===== config.mk =====
export PLATFORM = sky130hd
export DESIGN_NAME = scan_decoder
export DESIGN_NICKNAME = d
export VERILOG_FILES = /design/src/rtl/scan_decoder.sv
export SDC_FILE = /design/constraint.sdc
export NUM_CORES = 1
export LEC_CHECK = 0
export ABC_AREA = 1
export BUFFER_PORTS_ARGS = -buffer_cell sky130_fd_sc_hd__buf_4
export CAP_MARGIN = 20
export CELL_PAD_IN_SITES_DETAIL_PLACEMENT = 0
export CELL_PAD_IN_SITES_GLOBAL_PLACEMENT = 1
export CORE_MARGIN = 2
export CORE_UTILIZATION = 34
export CTS_CLUSTER_DIAMETER = 200
export DETAILED_ROUTE_END_ITERATION = 7
export GPL_ROUTABILITY_DRIVEN = 0
export HOLD_SLACK_MARGIN = 0.02
export MAX_ROUTING_LAYER = met4
export PLACE_DENSITY_LB_ADDON = 0.1
export SLEW_MARGIN = 20
export SYNTH_ARGS = -nofsm -noshare
export SYNTH_HDL_FRONTEND = slang
export SYNTH_SLANG_ARGS = --single-unit

===== constraint.sdc =====
create_clock -name clk -period 2.3 [get_ports clk]
set_input_delay 0 -clock clk [delete_from_list [all_inputs] [get_ports clk]]
set_output_delay 0 -clock clk [all_outputs]
set_load 0.05 [all_outputs]

===== src/rtl/scan_decoder.sv =====
`default_nettype none
// ============================================================================
// Module   : scan_decoder
// Brief    : Free-running scan position counter with programmable wrap, direction,
//            dwell and load, driving a registered active-low 1-of-2^SEL_W decoder.
// Revision : 1.0
// ============================================================================
module scan_decoder #(
    parameter int SEL_W   = 3,
    parameter int DWELL_W = 8
) (
    input  logic                  clk,
    input  logic                  rst,
    input  logic                  en_b0,
    input  logic                  en_b1,
    input  logic                  en2,
    input  logic                  run,
    input  logic                  dir,
    input  logic [SEL_W-1:0]      last,
    input  logic [DWELL_W-1:0]    dwell,
    input  logic                  load,
    input  logic [SEL_W-1:0]      load_val,
    output logic [SEL_W-1:0]      sel,
    output logic [2**SEL_W-1:0]   dec_n,
    output logic                  wrap
);

    localparam int OUT_W = 2**SEL_W;

    logic [SEL_W-1:0]   r_sel;
    logic [DWELL_W-1:0] r_tick;
    logic [OUT_W-1:0]   r_dec_n;
    logic               r_wrap;

    logic [SEL_W-1:0]   w_sel_next;
    logic [DWELL_W-1:0] w_tick_next;
    logic [OUT_W-1:0]   w_dec_next;
    logic               w_wrap_next;
    logic               w_enabled;

    assign w_enabled = ~en_b0 & ~en_b1 & en2;

    always_comb begin
        w_sel_next  = r_sel;
        w_tick_next = r_tick;
        w_wrap_next = 1'b0;
        if (load) begin
            w_sel_next  = load_val;
            w_tick_next = '0;
        end else if (run) begin
            if (r_tick == dwell) begin
                w_tick_next = '0;
                if (!dir) begin
                    if (r_sel >= last) begin
                        w_sel_next  = '0;
                        w_wrap_next = 1'b1;
                    end else begin
                        w_sel_next = r_sel + 1'b1;
                    end
                end else begin
                    // A position above the wrap point (reachable only by load)
                    // snaps back to last without counting as a wrap.
                    if (r_sel == '0) begin
                        w_sel_next  = last;
                        w_wrap_next = 1'b1;
                    end else if (r_sel > last) begin
                        w_sel_next = last;
                    end else begin
                        w_sel_next = r_sel - 1'b1;
                    end
                end
            end else begin
                w_tick_next = r_tick + 1'b1;
            end
        end
    end

    // Decode the position being entered so dec_n and sel always agree.
    assign w_dec_next = w_enabled ? ~(OUT_W'(1) << w_sel_next) : '1;

    always_ff @(posedge clk) begin
        if (rst) begin
            r_sel   <= '0;
            r_tick  <= '0;
            r_dec_n <= '1;
            r_wrap  <= 1'b0;
        end else begin
            r_sel   <= w_sel_next;
            r_tick  <= w_tick_next;
            r_dec_n <= w_dec_next;
            r_wrap  <= w_wrap_next;
        end
    end

    assign sel   = r_sel;
    assign dec_n = r_dec_n;
    assign wrap  = r_wrap;

endmodule
`default_nettype wire


==> load_flow_metrics.sql, run 1 <==
INSERT INTO impl_metrics (metric_group, metric, value, unit) VALUES
('outcome', 'status', 'finished clean', ''),
('critical_path', 'crit_buf_inv', '0', ''),
('timing', 'fin_worst_skew', '6.18', 'ps'),
('cells_and_area', 'final_util', '46.9', '%'),
('run', 'maxCapViolations', '0', ''),
('logic_synthesis', 'synth.ff_latch_count', '20', ''),
('critical_path', 'path_delay_family', 'simple AND/OR/NAND/NOR gates', ''),
('clock_network', 'ctsLongestPathBuffers', '2', ''),
('critical_path', 'worstPathCellList', 'ha_1, a21oi_1, nand2_1, nand2_1, nand2_1, nand2_1, nand3_1, nand3_1, nand2_2, a21oi_2, nand2_1', ''),
('power_and_ir_drop', 'seq_power_share', '45.1', '%'),
('detailed_routing', 'routed_wl', '2520', 'µm'),
('place', 'post-dp-hpwl', '2100', 'µm'),
('clock_network', 'cts_inserted_buffers', '3', ''),
('cells_and_area', 'diodes', '0', ''),
('detailed_routing', 'post_drt_wl_per_cell', '9.74', 'µm'),
('cells_and_area', 'design.final.nets', '243', ''),
('critical_path', 'cp_slowest_cell', 'sky130_fd_sc_hd__dfxtp_1', ''),
('critical_path', 'timing.critical_path.arrival', '2140', 'ps'),
('timing', 'hold_violations_final', '0', ''),
('cells_and_area', 'fillCellCount', '345', ''),
('clock_network', 'later_pin_clock_latency_in_the_skew_report', '300', 'ps'),
('cells_and_area', 'most_frequent_standard_cell_in_the_layout_excluding_fill_and_tap_cells', 'sky130_fd_sc_hd__nand2_1', ''),
('clock_network', 'clock_sinks', '20', ''),
('detailed_routing', 'antenna_left', '0', ''),
('logic_synthesis', 'synth_cell_type_count', '19', ''),
('logic_synthesis', 'postSynthNetCount', '201', ''),
('cells_and_area', 'area_delta_synth_final', '34.8', '%'),
('detailed_routing', 'routed-via-count', '1151', ''),
('timing', 'worstMarginPinSlew', '337', 'ps'),
('power_and_ir_drop', 'static_leak', '0.759', 'nW'),
('power_and_ir_drop', 'pwr_density_cell', '515', 'mW/mm²'),
('clock_network', 'cts_root_buf', 'sky130_fd_sc_hd__clkbuf_4', ''),
('global_routing', 'largest_net_degree_at_the_start_of_global_routing', '13', ''),
('detailed_routing', 'via_per_inst', '4.44', ''),
('timing', 'fin_crit', '1940', 'ps'),
('place', 'io_buffer_count', '33', ''),
('die', 'design.core.area', '0.00328', 'mm²'),
('clock_network', 'htree_levels', '1', ''),
('global_routing', 'grt_pass1_vias', '1047', ''),
('critical_path', 'critical_path_s_most_frequent_cell', 'sky130_fd_sc_hd__nand2_1', ''),
('power_and_ir_drop', 'power_report.internal_total', '0.593', 'mW'),
('critical_path', 'timing.critical_path.slowest_cell_delay', '460', 'ps'),
('timing', 'post-route-period-util', '84.4', '%'),
('clock_network', 'tritoncts_clock_tree', 'built', ''),
('logic_synthesis', 'synth.avg_cell_area', '6.64', 'µm²'),
('timing', 'slew_headroom', '77.4', '%'),
('power_and_ir_drop', 'power.share.combinational', '18.5', '%'),
('critical_path', 'cp_max_fo', '5', ''),
('die', 'ios', '34', ''),
('power_and_ir_drop', 'max-vdd-ir-drop', '0.287', 'mV'),
('logic_synthesis', 'synth_top_area_share', '35.0', '%'),
('global_routing', 'global_route_wire_length_before_repair', '4130', 'µm'),
('power_and_ir_drop', 'power.switching', '0.200', 'mW'),
('power_and_ir_drop', 'clock_power_share', '36.3', '%'),
('logic_synthesis', 'post_synth_inst_count', '172', ''),
('power_and_ir_drop', 'switching_share', '25.2', '%'),
('critical_path', 'timing.critical_path.to_type', 'flop', ''),
('logic_synthesis', 'synth_largest_area_cell', 'sky130_fd_sc_hd__dfxtp_1', ''),
('timing', 'final_setup_violation_count', '0', ''),
('timing', 'aggregate_negative_setup_slack', '0', 'ps'),
('critical_path', 'setup.worst_path.start_class', 'flop', ''),
('detailed_routing', 'detail_route.drc_violations', '0', ''),
('worst_hold_path', 'hold_path.class', 'in -> reg', ''),
('timing', 'grt_setup_unrepaired', 'no', ''),
('die', 'die_w', '62.0', 'µm'),
('clock_network', 'clkSlewWorstSetupHoldPaths', '120', 'ps'),
('detailed_routing', 'firstDrtPassIters', '4', ''),
('critical_path', 'cp.required', '2500', 'ps'),
('global_routing', 'grt_antenna_before_repair', '0', ''),
('detailed_routing', 'drt_iter0_markers', '42', ''),
('global_routing', 'groute.usage.overall', '14.9', '%');
worst paths after layout:
| kind | to | slack [ps] | depth (start not counted) | start |
|---|---|---|---|---|
| max reg2reg | dec_n[6] | 360 | 11 | sel[2] |
| max | dec_n[6] | 360 | 11 | sel[2] |
| min reg2reg | r_tick[7] | 540 | 2 | r_tick[6] |
| min | dec_n[0] | 40 | 5 | load_val[1] |
synth_stat cells:
cell                       instances
sky130_fd_sc_hd__nor3b_1           1
sky130_fd_sc_hd__dfxtp_1          20
sky130_fd_sc_hd__nor2_2            2
sky130_fd_sc_hd__a21oi_2           2
sky130_fd_sc_hd__nand2_2           4
sky130_fd_sc_hd__nand3_1          12
sky130_fd_sc_hd__xnor2_1           3
sky130_fd_sc_hd__inv_2             1
sky130_fd_sc_hd__inv_1            27
sky130_fd_sc_hd__a21oi_1           8
sky130_fd_sc_hd__nand2_1          50
sky130_fd_sc_hd__a211oi_1          1
sky130_fd_sc_hd__nor3_1            3
sky130_fd_sc_hd__nand3b_1          2
sky130_fd_sc_hd__ha_1              7
sky130_fd_sc_hd__o21a_1            1
sky130_fd_sc_hd__nor2_1           23
sky130_fd_sc_hd__xor2_1            4
sky130_fd_sc_hd__nand4_1           1
sequential cells by signal, summed over array words and instances, names as in the netlist:
register  cells
dec_n         8
r_tick        8
sel           3
wrap          1
per-layer routing:
| layer | routed length [µm] | global-route usage (%) | vias up |
|---|---|---|---|
| met5 | 0 | - | - |
| met4 | 51 | 6.69 | 0 |
| met3 | 90 | 2.28 | 6 |
| met2 | 1280 | 25.7 | 26 |
| met1 | 1100 | 16.9 | 506 |
| li1 | - | - | 613 |
what timing repair did:
action,CTS,global route
endpoints found under the hold margin,6,0
gates resized for setup,0,0
hold buffers,4,0
power by group through the flow:
stage	clock network (mW)	registers, mW	logic (mW)
floorplan	0	0.378	0.0731
global placement	0	0.365	0.141
detailed placement	0	0.366	0.143
CTS	0.296	0.358	0.149
global route	0.309	0.359	0.167
finish	0.288	0.358	0.147
stage by stage:
| stage | setup WS (ps) | instances | hold slack (ps) | total power [mW] | cell area (µm²) |
|---|---|---|---|---|---|
| global route | 97.2 | 259 | 37.7 | 0.835 | 1540 |
| detailed placement | 395 | 251 | 228 | 0.508 | 1450 |
| CTS | 361 | 259 | 28.4 | 0.803 | 1540 |
| finish | 360 | 259 | 35.6 | 0.793 | 1540 |
| floorplan | 237 | 172 | 69.1 | 0.451 | 1140 |
| global placement | 403 | 251 | 225 | 0.507 | 1450 |
layout make-up:
class	count	area, µm²	area share, %
well taps	46	57.6	3.74
clock buffers	3	22.5	1.46
inverters	28	105	6.82
flip-flops and latches	20	400	26.0
multi-input cells	124	637	41.3
clock inverters	1	30.0	1.95
repair buffers	37	288	18.7
kinds of logic after synthesis:
| logic type | Yosys count | share of synthesized area, % |
|---|---|---|
| AND/OR/NAND/NOR | 98 | 36.4 |
| flip-flops | 20 | 35.0 |
| adder cells (fa/ha/maj) | 7 | 7.67 |
| buffers and inverters | 28 | 9.20 |
| XOR/XNOR | 7 | 5.37 |
| AO/OA/AOI/OAI | 12 | 6.35 |
worst min-delay path, cell delays in order:
cell and delay [ps]:
sky130_fd_sc_hd__buf_4 80, sky130_fd_sc_hd__nand2_1 60, sky130_fd_sc_hd__nand2_2 80, sky130_fd_sc_hd__nor2_1 50, sky130_fd_sc_hd__nand2_1 40
Note: power is estimated with default switching activity, not from simulation.
==> run 2: changes to the inputs <==
Clock period 2.3 ns to 1.9 ns, I/O delays scaled along.
==> load_flow_metrics.sql, run 2 (same netlist as run 1, synthesis figures left out) <==
INSERT INTO impl_metrics (metric_group, metric, value, unit) VALUES
('outcome', 'status', 'finished clean', ''),
('detailed_routing', 'via_per_inst', '4.39', ''),
('die', 'die_w', '62.0', 'µm'),
('die', 'placementRows', '21', ''),
('detailed_routing', 'antenna_left', '0', ''),
('clock_network', 'clkSlewWorstSetupHoldPaths', '120', 'ps'),
('critical_path', 'setup.worst_path.start_class', 'flop', ''),
('timing', 'fin_crit', '1770', 'ps'),
('timing', 'final_setup_violation_count', '0', ''),
('critical_path', 'path_class', 'reg -> reg', ''),
('global_routing', 'use_met1', '17.9', '%'),
('die', 'floorplan.die_area', '0.00384', 'mm²'),
('cells_and_area', 'postLayoutCellArea', '0.00157', 'mm²'),
('global_routing', 'global_route_wire_length_before_repair', '4200', 'µm'),
('timing', 'slew_headroom', '77.3', '%'),
('cells_and_area', 'drive_gt1_share', '26.3', '%'),
('die', 'floorplan.die.height', '62.0', 'µm'),
('timing', 'slew_viol_final', '0', ''),
('power_and_ir_drop', 'static_leak', '0.755', 'nW'),
('timing', 'post-route-period-util', '93.2', '%'),
('clock_network', 'htree_levels', '1', ''),
('cells_and_area', 'layout.cells.most_common_list', '49 x sky130_fd_sc_hd__nand2_1, 34 x sky130_fd_sc_hd__buf_4, 26 x sky130_fd_sc_hd__inv_1', ''),
('global_routing', 'groute.usage.overall', '14.9', '%'),
('die', 'ios', '34', ''),
('clock_network', 'tritoncts_clock_tree', 'built', ''),
('timing', 'timing.fmax', '564', 'MHz'),
('critical_path', 'rrSetupSlack', '130', 'ps'),
('power_and_ir_drop', 'report.power.total', '0.867', 'mW'),
('timing', 'hold_violations_final', '0', ''),
('critical_path', 'cp_max_fo', '5', ''),
('detailed_routing', 'drt_iter0_markers', '29', ''),
('critical_path', 'cp.required', '2090', 'ps'),
('run', 'maxCapViolations', '0', ''),
('clock_network', 'clock_sinks', '20', ''),
('detailed_routing', 'routed_wl', '2590', 'µm'),
('cells_and_area', 'final_util', '47.7', '%'),
('global_routing', 'largest_net_degree_at_the_start_of_global_routing', '12', ''),
('global_routing', 'grt-busiest-layer', 'met2', ''),
('die', 'starting_density', '34.8', '%'),
('timing', 'setup_ws', '128', 'ps'),
('detailed_routing', 'post_drt_wl_per_cell', '9.98', 'µm'),
('clock_network', 'later_pin_clock_latency_in_the_skew_report', '290', 'ps'),
('place', 'post-dp-hpwl', '2130', 'µm'),
('critical_path', 'timing.critical_path.to_type', 'flop', ''),
('cells_and_area', 'design.final.nets', '243', ''),
('global_routing', 'globalRoute.totalOverflow', '0', ''),
('global_routing', 'grt_pass1_vias', '1060', ''),
('global_routing', 'grtUsageMet3', '2.07', '%'),
('cells_and_area', 'most_frequent_standard_cell_in_the_layout_excluding_fill_and_tap_cells', 'sky130_fd_sc_hd__nand2_1', ''),
('power_and_ir_drop', 'max-vdd-ir-drop', '0.209', 'mV'),
('place', 'post-place-ws', '82.5', 'ps'),
('timing', 'fin_worst_skew', '6.00', 'ps'),
('place', 'dpl-instance-area', '0.00145', 'mm²'),
('worst_hold_path', 'hold_path.class', 'in -> reg', ''),
('timing', 'worstMarginPinSlew', '338', 'ps'),
('detailed_routing', 'firstDrtPassIters', '4', ''),
('detailed_routing', 'detail_route.drc_violations', '0', ''),
('place', 'io_buffer_count', '33', ''),
('global_routing', 'grt_antenna_before_repair', '0', ''),
('clock_network', 'ctsLongestPathBuffers', '2', ''),
('critical_path', 'timing.critical_path.arrival', '1970', 'ps'),
('global_routing', 'met2_usage', '25.3', '%'),
('cells_and_area', 'diodes', '0', ''),
('timing', 'aggregate_negative_setup_slack', '0', 'ps'),
('power_and_ir_drop', 'pwr_density_cell', '554', 'mW/mm²'),
('cells_and_area', 'area_delta_synth_final', '37.1', '%'),
('clock_network', 'cts_inserted_buffers', '3', ''),
('die', 'design.core.area', '0.00328', 'mm²'),
('clock_network', 'cts_root_buf', 'sky130_fd_sc_hd__clkbuf_4', ''),
('detailed_routing', 'routed-via-count', '1138', '');
==> run 2: changes by cell type in the layout (fill, tap and decap cells not counted), sizes merged <==
| cell | change |
|---|---|
| clkbuf | +1 |
| bufinv | -1 |
| dlygate4sd3 | -1 |
| buf | +1 |
==> run 2: cell type report <==
| class | instances | area [µm²] |
|---|---|---|
| multi-input combinational | 124 | 673 |
| tap | 46 | 57.6 |
| clock buffer | 4 | 36.3 |
| sequential | 20 | 409 |
| fill | 346 | 1720 |
| inverter | 28 | 105 |
| timing repair buffer | 37 | 285 |
==> run 2: layer usage <==
metal	share of wire, %	up-vias	wire length (µm)
li1	-	615	-
met5	0	-	0
met2	52	22	1350
met1	44	497	1130
met4	0.97	0	25
met3	3.0	4	78
==> run 2: timing repair <==
| action | CTS | global route |
|---|---|---|
| endpoints found under the setup margin | 0 | 8 |
| gates resized for setup | 0 | 10 |
| hold buffers | 3 | 0 |
| setup buffers | 0 | 1 |
| endpoints found under the hold margin | 5 | 0 |
==> run 2: power breakdown <==
| part | switching [mW] | internal [mW] |
|---|---|---|
| Clock | 0.127 | 0.117 |
| Combinational | 0.106 | 0.0847 |
| Sequential | 0.00810 | 0.425 |
==> run 2: through the flow <==
| stage | instances | hold slack [ps] |
|---|---|---|
| 3_3_place_gp | 251 | 210 |
| 5_1_grt | 259 | 69.7 |
| 3_5_place_dp | 251 | 220 |
| 4_1_cts | 258 | 48.9 |
| 2_1_floorplan | 172 | 61.7 |
| 6_report | 259 | 49.5 |
==> run 2: critical path: stages, from the launching register on <==
cell and delay, ps:
sky130_fd_sc_hd__dfxtp_4 390, sky130_fd_sc_hd__inv_2 60, sky130_fd_sc_hd__ha_1 280, sky130_fd_sc_hd__nand3_1 120
sky130_fd_sc_hd__nand4_1 190, sky130_fd_sc_hd__nor2_1 130, sky130_fd_sc_hd__nor2_1 50, sky130_fd_sc_hd__nand2_1 70
sky130_fd_sc_hd__nand2_1 50, sky130_fd_sc_hd__nand2_1 130, sky130_fd_sc_hd__nand2_1 60, sky130_fd_sc_hd__inv_1 70
sky130_fd_sc_hd__nand2_1 50
==> run 2: path summary, 6_finish.rpt <==
path / cells past startpoint / start / endpoint
setup reg to reg: 12 / sel[0] / dec_n[3]
hold / removal: 4 / load / wrap
hold reg to reg: 2 / r_tick[6] / r_tick[7]
setup / recovery: 12 / sel[0] / dec_n[3]
